## src/rtl/mips_regfile_sb_if.sv

```systemverilog
// mips_regfile_sb_if: writeback, read, issue and scoreboard signals of the register file.
interface mips_regfile_sb_if #(
  parameter int DATA_W = 32,
  parameter int ADDR_W = 5
);
  logic              RegWrite;
  logic [ADDR_W-1:0] WriteAddr;
  logic [DATA_W-1:0] WriteData;
  logic [ADDR_W-1:0] ReadAddr1;
  logic [ADDR_W-1:0] ReadAddr2;
  logic [DATA_W-1:0] ReadData1;
  logic [DATA_W-1:0] ReadData2;
  logic              IssueValid;
  logic [ADDR_W-1:0] IssueAddr;
  logic              Busy1;
  logic              Busy2;
  logic [ADDR_W:0]   PendCount;
  modport master (
    output RegWrite, WriteAddr, WriteData, ReadAddr1, ReadAddr2, IssueValid, IssueAddr,
    input  ReadData1, ReadData2, Busy1, Busy2, PendCount
  );
  modport slave (
    input  RegWrite, WriteAddr, WriteData, ReadAddr1, ReadAddr2, IssueValid, IssueAddr,
    output ReadData1, ReadData2, Busy1, Busy2, PendCount
  );
endinterface

```

## src/rtl/mips_regfile_sb.sv

```systemverilog
// mips_regfile_sb: MIPS register file with write-to-read bypass and per-register pending bits.
module mips_regfile_sb #(
  parameter int DATA_W = 32,
  parameter int ADDR_W = 5,
  parameter int BYPASS = 1
) (
  input logic Clk,
  input logic Reset,
  mips_regfile_sb_if.slave rf
);
  localparam int NREGS = 2**ADDR_W;
  logic [DATA_W-1:0] regs_q [NREGS];
  logic [NREGS-1:0]  pend_q, pend_d;
  logic [ADDR_W:0]   cnt_q, cnt_d;
  logic              wr, iss, hit1, hit2, inc, dec;
  always_comb begin
    wr   = rf.RegWrite && rf.WriteAddr != '0;
    iss  = rf.IssueValid && rf.IssueAddr != '0;
    hit1 = BYPASS != 0 && wr && rf.WriteAddr == rf.ReadAddr1;
    hit2 = BYPASS != 0 && wr && rf.WriteAddr == rf.ReadAddr2;
    rf.ReadData1 = (Reset || rf.ReadAddr1 == '0) ? '0 : hit1 ? rf.WriteData : regs_q[rf.ReadAddr1];
    rf.ReadData2 = (Reset || rf.ReadAddr2 == '0) ? '0 : hit2 ? rf.WriteData : regs_q[rf.ReadAddr2];
    rf.Busy1 = !Reset && pend_q[rf.ReadAddr1] && !hit1;
    rf.Busy2 = !Reset && pend_q[rf.ReadAddr2] && !hit2;
    rf.PendCount = cnt_q;
    // issue applied after write so a same-address issue keeps the register owned
    pend_d = pend_q;
    if (wr) pend_d[rf.WriteAddr] = 1'b0;
    if (iss) pend_d[rf.IssueAddr] = 1'b1;
    inc   = iss && !pend_q[rf.IssueAddr];
    dec   = wr && pend_q[rf.WriteAddr] && !(iss && rf.IssueAddr == rf.WriteAddr);
    cnt_d = cnt_q + (ADDR_W+1)'(inc) - (ADDR_W+1)'(dec);
  end
  always_ff @(posedge Clk) begin
    if (Reset) begin
      for (int i = 0; i < NREGS; i++) regs_q[i] <= '0;
      pend_q <= '0;
      cnt_q  <= '0;
    end else begin
      if (wr) regs_q[rf.WriteAddr] <= rf.WriteData;
      pend_q <= pend_d;
      cnt_q  <= cnt_d;
    end
  end
endmodule

```

## src/flat_wrapper.sv

```systemverilog
// flat-port wrapper written by rule: the top's interface ports become plain ports
module mips_regfile_sb_flat 
#(
  parameter int DATA_W = 32,
  parameter int ADDR_W = 5,
  parameter int BYPASS = 1
)
  (Clk, Reset, rf_RegWrite, rf_WriteAddr, rf_WriteData, rf_ReadAddr1, rf_ReadAddr2, rf_IssueValid, rf_IssueAddr, rf_ReadData1, rf_ReadData2, rf_Busy1, rf_Busy2, rf_PendCount);
  mips_regfile_sb_if #(.DATA_W(DATA_W), .ADDR_W(ADDR_W)) rf_i ();
  input logic Clk;
  input logic Reset;
  input wire logic [$bits(rf_i.RegWrite)-1:0] rf_RegWrite;
  input wire logic [$bits(rf_i.WriteAddr)-1:0] rf_WriteAddr;
  input wire logic [$bits(rf_i.WriteData)-1:0] rf_WriteData;
  input wire logic [$bits(rf_i.ReadAddr1)-1:0] rf_ReadAddr1;
  input wire logic [$bits(rf_i.ReadAddr2)-1:0] rf_ReadAddr2;
  input wire logic [$bits(rf_i.IssueValid)-1:0] rf_IssueValid;
  input wire logic [$bits(rf_i.IssueAddr)-1:0] rf_IssueAddr;
  output wire logic [$bits(rf_i.ReadData1)-1:0] rf_ReadData1;
  output wire logic [$bits(rf_i.ReadData2)-1:0] rf_ReadData2;
  output wire logic [$bits(rf_i.Busy1)-1:0] rf_Busy1;
  output wire logic [$bits(rf_i.Busy2)-1:0] rf_Busy2;
  output wire logic [$bits(rf_i.PendCount)-1:0] rf_PendCount;
  assign rf_i.RegWrite = rf_RegWrite;
  assign rf_i.WriteAddr = rf_WriteAddr;
  assign rf_i.WriteData = rf_WriteData;
  assign rf_i.ReadAddr1 = rf_ReadAddr1;
  assign rf_i.ReadAddr2 = rf_ReadAddr2;
  assign rf_i.IssueValid = rf_IssueValid;
  assign rf_i.IssueAddr = rf_IssueAddr;
  assign rf_ReadData1 = rf_i.ReadData1;
  assign rf_ReadData2 = rf_i.ReadData2;
  assign rf_Busy1 = rf_i.Busy1;
  assign rf_Busy2 = rf_i.Busy2;
  assign rf_PendCount = rf_i.PendCount;
  mips_regfile_sb #(.DATA_W(DATA_W), .ADDR_W(ADDR_W), .BYPASS(BYPASS)) u_core (.Clk(Clk), .Reset(Reset), .rf(rf_i));
endmodule
```

## config.mk

```make
export PLATFORM = sky130hd
export DESIGN_NAME = mips_regfile_sb_flat
export DESIGN_NICKNAME = d
export VERILOG_FILES = /design/src/rtl/mips_regfile_sb_if.sv /design/src/rtl/mips_regfile_sb.sv /design/src/flat_wrapper.sv
export SDC_FILE = /design/constraint.sdc
export NUM_CORES = 2
export LEC_CHECK = 0
export CAP_MARGIN = 30
export CORE_MARGIN = 1.5
export CORE_UTILIZATION = 49
export DETAILED_ROUTE_END_ITERATION = 8
export GPL_TIMING_DRIVEN = 0
export PLACE_DENSITY = 0.75
export SYNTH_ARGS = -nofsm -noshare
export SYNTH_HDL_FRONTEND = slang
export SYNTH_SLANG_ARGS = --single-unit
```

## constraint.sdc

```tcl
create_clock -name Clk -period 4.36 [get_ports Clk]
set_input_delay 0.872 -clock Clk [delete_from_list [all_inputs] [get_ports Clk]]
set_output_delay 0.872 -clock Clk [all_outputs]
set_load 0.005 [all_outputs]
```

After elaboration in Yosys (flattened, before gate mapping)
Memories as Yosys holds them, arrays and structs flattened.
Index checks and enable logic that the tools add are counted.
{ "classes": {"n_mux": 26, "div_mod_pow": 0, "n_eq_ne": 3, "n_lt_le_gt_ge": 6, "bitwise": 3, "mul": 0, "n_shift": 0, "n_addsub": 2, "n_reduce_logical": 26} }
{ "ops": {"columns": ["op", "n"], "rows": [
  ["2-to-1 mux 32 bit", 7],
  ["bitwise AND 32 bit", 1],
  ["inverter 32 bit", 1],
  ["OR 32 bit", 1],
  ["OR reduction 32 bit", 1],
  ["less-than comparator 5 x 6 -> 1 bit (second input constant)", 4],
  ["binary-select mux 1 bit (select 5 bit)", 4],
  ["== test 5 bit", 3],
  ["logical AND 1 bit", 14],
  ["2-to-1 mux 1 bit", 12],
  ["demux 1 bit (select 5 bit)", 2],
  [">= comparator 5 x 1 -> 1 bit (second input constant)", 2],
  ["zero test 5 bit", 2],
  ["nonzero test 5 bit", 2],
  ["adder 6 x 1 -> 6 bit", 1],
  ["subtractor 6 x 1 -> 6 bit", 1],
  ["zero test 1 bit", 5],
  ["2-to-1 mux 5 bit", 1],
  ["logical OR 1 bit", 2]
]} }
{ "totals": {"n_memories": 1, "mem_bits_rw": 1024, "latchBits": 0, "elab_cells": 69, "inputBits": 56, "reg_bits": 38, "mem_bits_ro": 0, "out_inout_bits": 72} }
{ "memory_table": {"columns": ["memory", "words", "width", "read_ports", "rd_clocked_by_memory_dff", "write_ports", "line", "text"], "rows": [
  ["u_core.regs_q", 32, 32, 2, 0, 32, "mips_regfile_sb.sv:12", "logic [DATA_W-1:0] regs_q [NREGS];"]
]} }

Longest topological paths before layout
{ "logic_depth": {"depth_word": 9, "ltp_mapped": 16, "ltp_nobuf": 14} }

Worst setup path before layout
No wires, ideal clock.
{ "synth_timing": {"kind": "input to register", "startpoint": "in rf_WriteAddr[4]", "endpoint": "mem u_core.regs_q[16][0] (enable)", "path_buffers": 2, "setup_slack_ns": -0.235, "t_arrival_ns": 4.129, "stages": 4, "t_required_ns": 3.894, "cell_sequence": "buf_2 > clkbuf_1 > or3b_2 > o21ai_0"} }
{ "synth_rtl": {"columns": ["element", "line", "text"], "rows": [
  ["from (decl)", "flat_wrapper.sv:13", "input wire logic [$bits(rf_i.WriteAddr)-1:0] rf_WriteAddr;"],
  ["to (decl)", "mips_regfile_sb.sv:12", null]
]} }

Worst setup path after layout
{ "layout_timing": {"startpoint": "in rf_ReadAddr2[2]", "endpoint": "out rf_ReadData2[0]"} }
{ "layout_via": {"elab_chain_len": 4, "word_cells_on_any_way": 7, "cone_classes": "eq/ne (1); mux (2); reduce/logical (3); memory (1)"} }
{ "layout_rtl": {"columns": ["element", "line", "text"], "rows": [
  ["from (decl)", "flat_wrapper.sv:16", "input wire logic [$bits(rf_i.ReadAddr2)-1:0] rf_ReadAddr2;"],
  ["branches (longest 3 deep; another with memory read (32 x 32 bit))", null, null],
  ["2-to-1 mux 32 bit *", "mips_regfile_sb.sv:22", "rf.ReadData2 = (Reset || rf.ReadAddr2 == '0) ? '0 : hit2 ? rf.WriteData : regs_q[rf.ReadAddr2];"],
  ["to (decl)", "flat_wrapper.sv:20", "output wire logic [$bits(rf_i.ReadData2)-1:0] rf_ReadData2;"]
]} }
Every way passes the cells marked *.

==> results.json <==
{
  "r2r_cells": 13,
  "layout-drive-gt1-share": 0.2394,
  "cts_buffers": 113,
  "num-nets-final": 4576,
  "hold_violations": 0,
  "die_height_um": 346.4,
  "cp.required_ns": 3.49,
  "grt_setup_unrepaired": "true",
  "grt_pass1_wl_um": 340600,
  "root_buffer": "clkbuf_16",
  "final-setup-viol-count": 3,
  "period_needed_ns": 4.462,
  "p_clk_frac": 0.389,
  "synthArstFlopShare": 0,
  "p_per_area_nw_per_um2": 385.3,
  "grt_pass1_vias": 42530,
  "cp-end-kind": "primary output",
  "slowest_delay_ns": 0.59,
  "cts.htree.levels": 3,
  "clkTransAtPathRegs_ns": 0.06,
  "place_congestion": 1.055,
  "start_util": 0.4958,
  "skew_ns": 0.02328,
  "violations": "negative setup slack",
  "layout_setup_ws_ns": -0.1022,
  "ir_worst_vdd_uv": 345.9,
  "worstPathMaxFanout": 10,
  "cp_num_buf_inv": 5,
  "slowest_stage": "clkbuf_2",
  "grtUsageTotal": 0.4149,
  "final.setup.tns_ns": -0.2124,
  "min_from": "u_core.pend_q[9]",
  "hold_buffers": 0,
  "seqPwrFrac": 0.453,
  "switching_share": 0.2727,
  "crit_family": "buffers and inverters",
  "ys_seq_elements": 1062,
  "n_fill_cell": 8949,
  "wire_per_inst_um": 41.05,
  "dr.pass1.iters": 9,
  "ys_warn_count": 0,
  "grt_overflow": 0,
  "syn_avg_cell_area_um2": 13.94,
  "synthTopCellsByArea": "edfxtp_1 53%, mux4_2 15%, and2_1 11%",
  "route.detailed.drc": 0,
  "power_w": 0.02662,
  "wl_um": 252100,
  "synth.distinct_cells": 59,
  "dieArea_um2": 120000,
  "dieWidth_um": 346.4,
  "viasPerCell": 7.238,
  "p_leak_nw": 25.07,
  "cts_buffer_depth": 3,
  "synthToLayoutAreaGrowth_pct": 19.61,
  "rows": 125,
  "port_buffers": 113,
  "synthCells": 4144,
  "hold_slack_ns": 0.5202,
  "synth_ff_type": "edfxtp_1",
  "r2r_end": "u_core.rf.PendCount[5]",
  "run_status": "finished with violations",
  "insertion_delay_ns": 0.75,
  "path_common_cell": "clkbuf_2",
  "final_common_cell": "edfxtp_1",
  "p_sw_w": 0.007259,
  "r2r_slack_ns": 1.04,
  "mostFrequentLayoutCells": "1024 x edfxtp_1, 996 x and2_1, 383 x mux4_2, 326 x mux2i_1, 259 x clkbuf_1",
  "route.vias.total": 44450,
  "maxCapViolations": 0,
  "synth_top_area_cell": "edfxtp_1",
  "ios": 128,
  "fin_util": 0.5930,
  "grt_max_degree": 25,
  "antenna_found_initial": 14,
  "drt-initial-drc-count": 8165,
  "synth-edff-count": 1024,
  "hold_path_end": "u_core.pend_q[9]",
  "drtAntennaViolNets": 0,
  "critPathLaunchType": "input pin",
  "p_int_w": 0.01936,
  "fin_crit_sh": 1.023,
  "path_cells": "buf_6 > inv_1 > clkbuf_2 > clkbuf_2 > o21ai_0 > a21oi_1 > a211o_1 > clkdlybuf4s50_1",
  "cp.arrival_ns": 3.59,
  "tightest_slew_ns": 1.163,
  "fmax_ghz": 0.2241,
  "hold_path.class": "reg2reg",
  "core_area_um2": 116500,
  "cts_tree": "built",
  "worstSetupPathType": "in2out",
  "clock-sinks": 1062,
  "syn-cell-area_um2": 57770,
  "yosysSeqAreaShare": 0.5455,
  "rr_startpoint": "u_core.pend_q[19]",
  "whs_path_depth": 2,
  "hpwl_um": 180200,
  "maxSlewViolCount": 0,
  "max_slew_margin": 0.2226,
  "synth_top_area_frac": 0.5323,
  "p_comb_frac": 0.158
}
-- flip-flops by register name (all words and copies together), names as in the netlist --
signal / cells
u_core.regs_q: 1024
u_core.rf.PendCount: 6
u_core.pend_q: 32
-- cells in the mapped netlist, drive strengths merged (15+ instances only) --
master and count:
o221ai 26, clkbuf 339, dfxtp 38, a211oi 49, a221oi 101, nor2 58
a221o 19, a21oi 60, mux2 32, edfxtp 1024, a32o 34, o22a 20
inv 22, buf 112, nand2 106, o22ai 19, nand4 20, mux4 383
a22oi 103, nor2b 15, and2 997, mux2i 328, a211o 32, o21ai 105
-- worst max path at each step --
stage / startpoint / end / slack [ns] / cells after the start
2_1_floorplan: rf_WriteAddr[0] / u_core.regs_q[21][0] / -0.15 / 5
3_3_place_gp: rf_WriteAddr[0] / u_core.regs_q[29][28] / -4.58 / 6
3_5_place_dp: rf_ReadAddr2[1] / rf_ReadData2[25] / -1.49 / 8
4_1_cts: rf_WriteAddr[2] / rf_ReadData1[19] / -0.12 / 12
5_1_grt: rf_WriteAddr[2] / rf_ReadData1[10] / -0.09 / 12
6_report: rf_ReadAddr2[2] / rf_ReadData2[0] / -0.10 / 8
-- cells by family (layout without fill, tap and decap cells) --
family	count (synthesis)	after routing	synth area share
muxes	743	743	0.2124
and+or+nand+nor	1250	1250	0.1284
adders and majority gates	7	7	0.001646
buffers and inverters	474	911	0.03359
AOI/OAI and AO/OA	588	588	0.07555
xor gates and xnor gates	19	19	0.002881
DFF	1062	1062	0.5455
other	1	37	0.00006491
-- per-stage QoR --
stage | area (um^2) | std cells | worst slack [ns]
global route | 69080 | 6136 | -0.08870
global placement | 60920 | 5812 | -4.582
detailed placement | 62660 | 5891 | -1.489
finish | 69100 | 6141 | -0.1022
floorplan | 57890 | 4175 | -0.1516
CTS | 68520 | 6124 | -0.1197
-- power groups by stage --
stage               sequential [W]  clock, W  combinational [W]
global placement            0.0123         0            0.00349
CTS                         0.0120    0.0102            0.00395
detailed placement          0.0123         0            0.00369
floorplan                   0.0122         0            0.00194
finish                      0.0121    0.0104            0.00420
global route                0.0121    0.0106            0.00419
-- layer usage --
metal	share of wire	global-route usage	vias to the layer above
met2	0.41	0.5863	4463
met1	0.33	0.5110	22110
met4	0.10	0.3287	8
met5	0.00025	0	-
li1	-	-	16750
met3	0.16	0.1559	1111
-- worst min-delay path: cells and delay by family (launching register included) --
| kind | cells | cell delay, ns |
|---|---|---|
| DFF | 1 | 0.34 |
| buffers and inverters | 1 | 0.06 |
| AOI/OAI and AO/OA | 1 | 0.07 |
-- area by class of cell --
cell class	instances	area (um^2)	area share
repair buffers	224	3064	0.04435
flip-flops and latches	1062	31510	0.4560
inverters	23	88.84	0.001286
clock buffers	141	3005	0.04350
well taps	1524	1907	0.02760
diodes	5	12.51	0.0001811
plain buffers	450	2928	0.04237
clock inverters	73	854.6	0.01237
multi-input cells	2639	25730	0.3723
-- repair_timing --
action / CTS / global route
pin swaps: 28 / 50
buffers inserted: 19 / 7
setup endpoints to repair: 66 / 58
gates cloned: 1 / 0
resized for setup: 560 / 135
No activity file was read; power rests on OpenSTA's default activity.
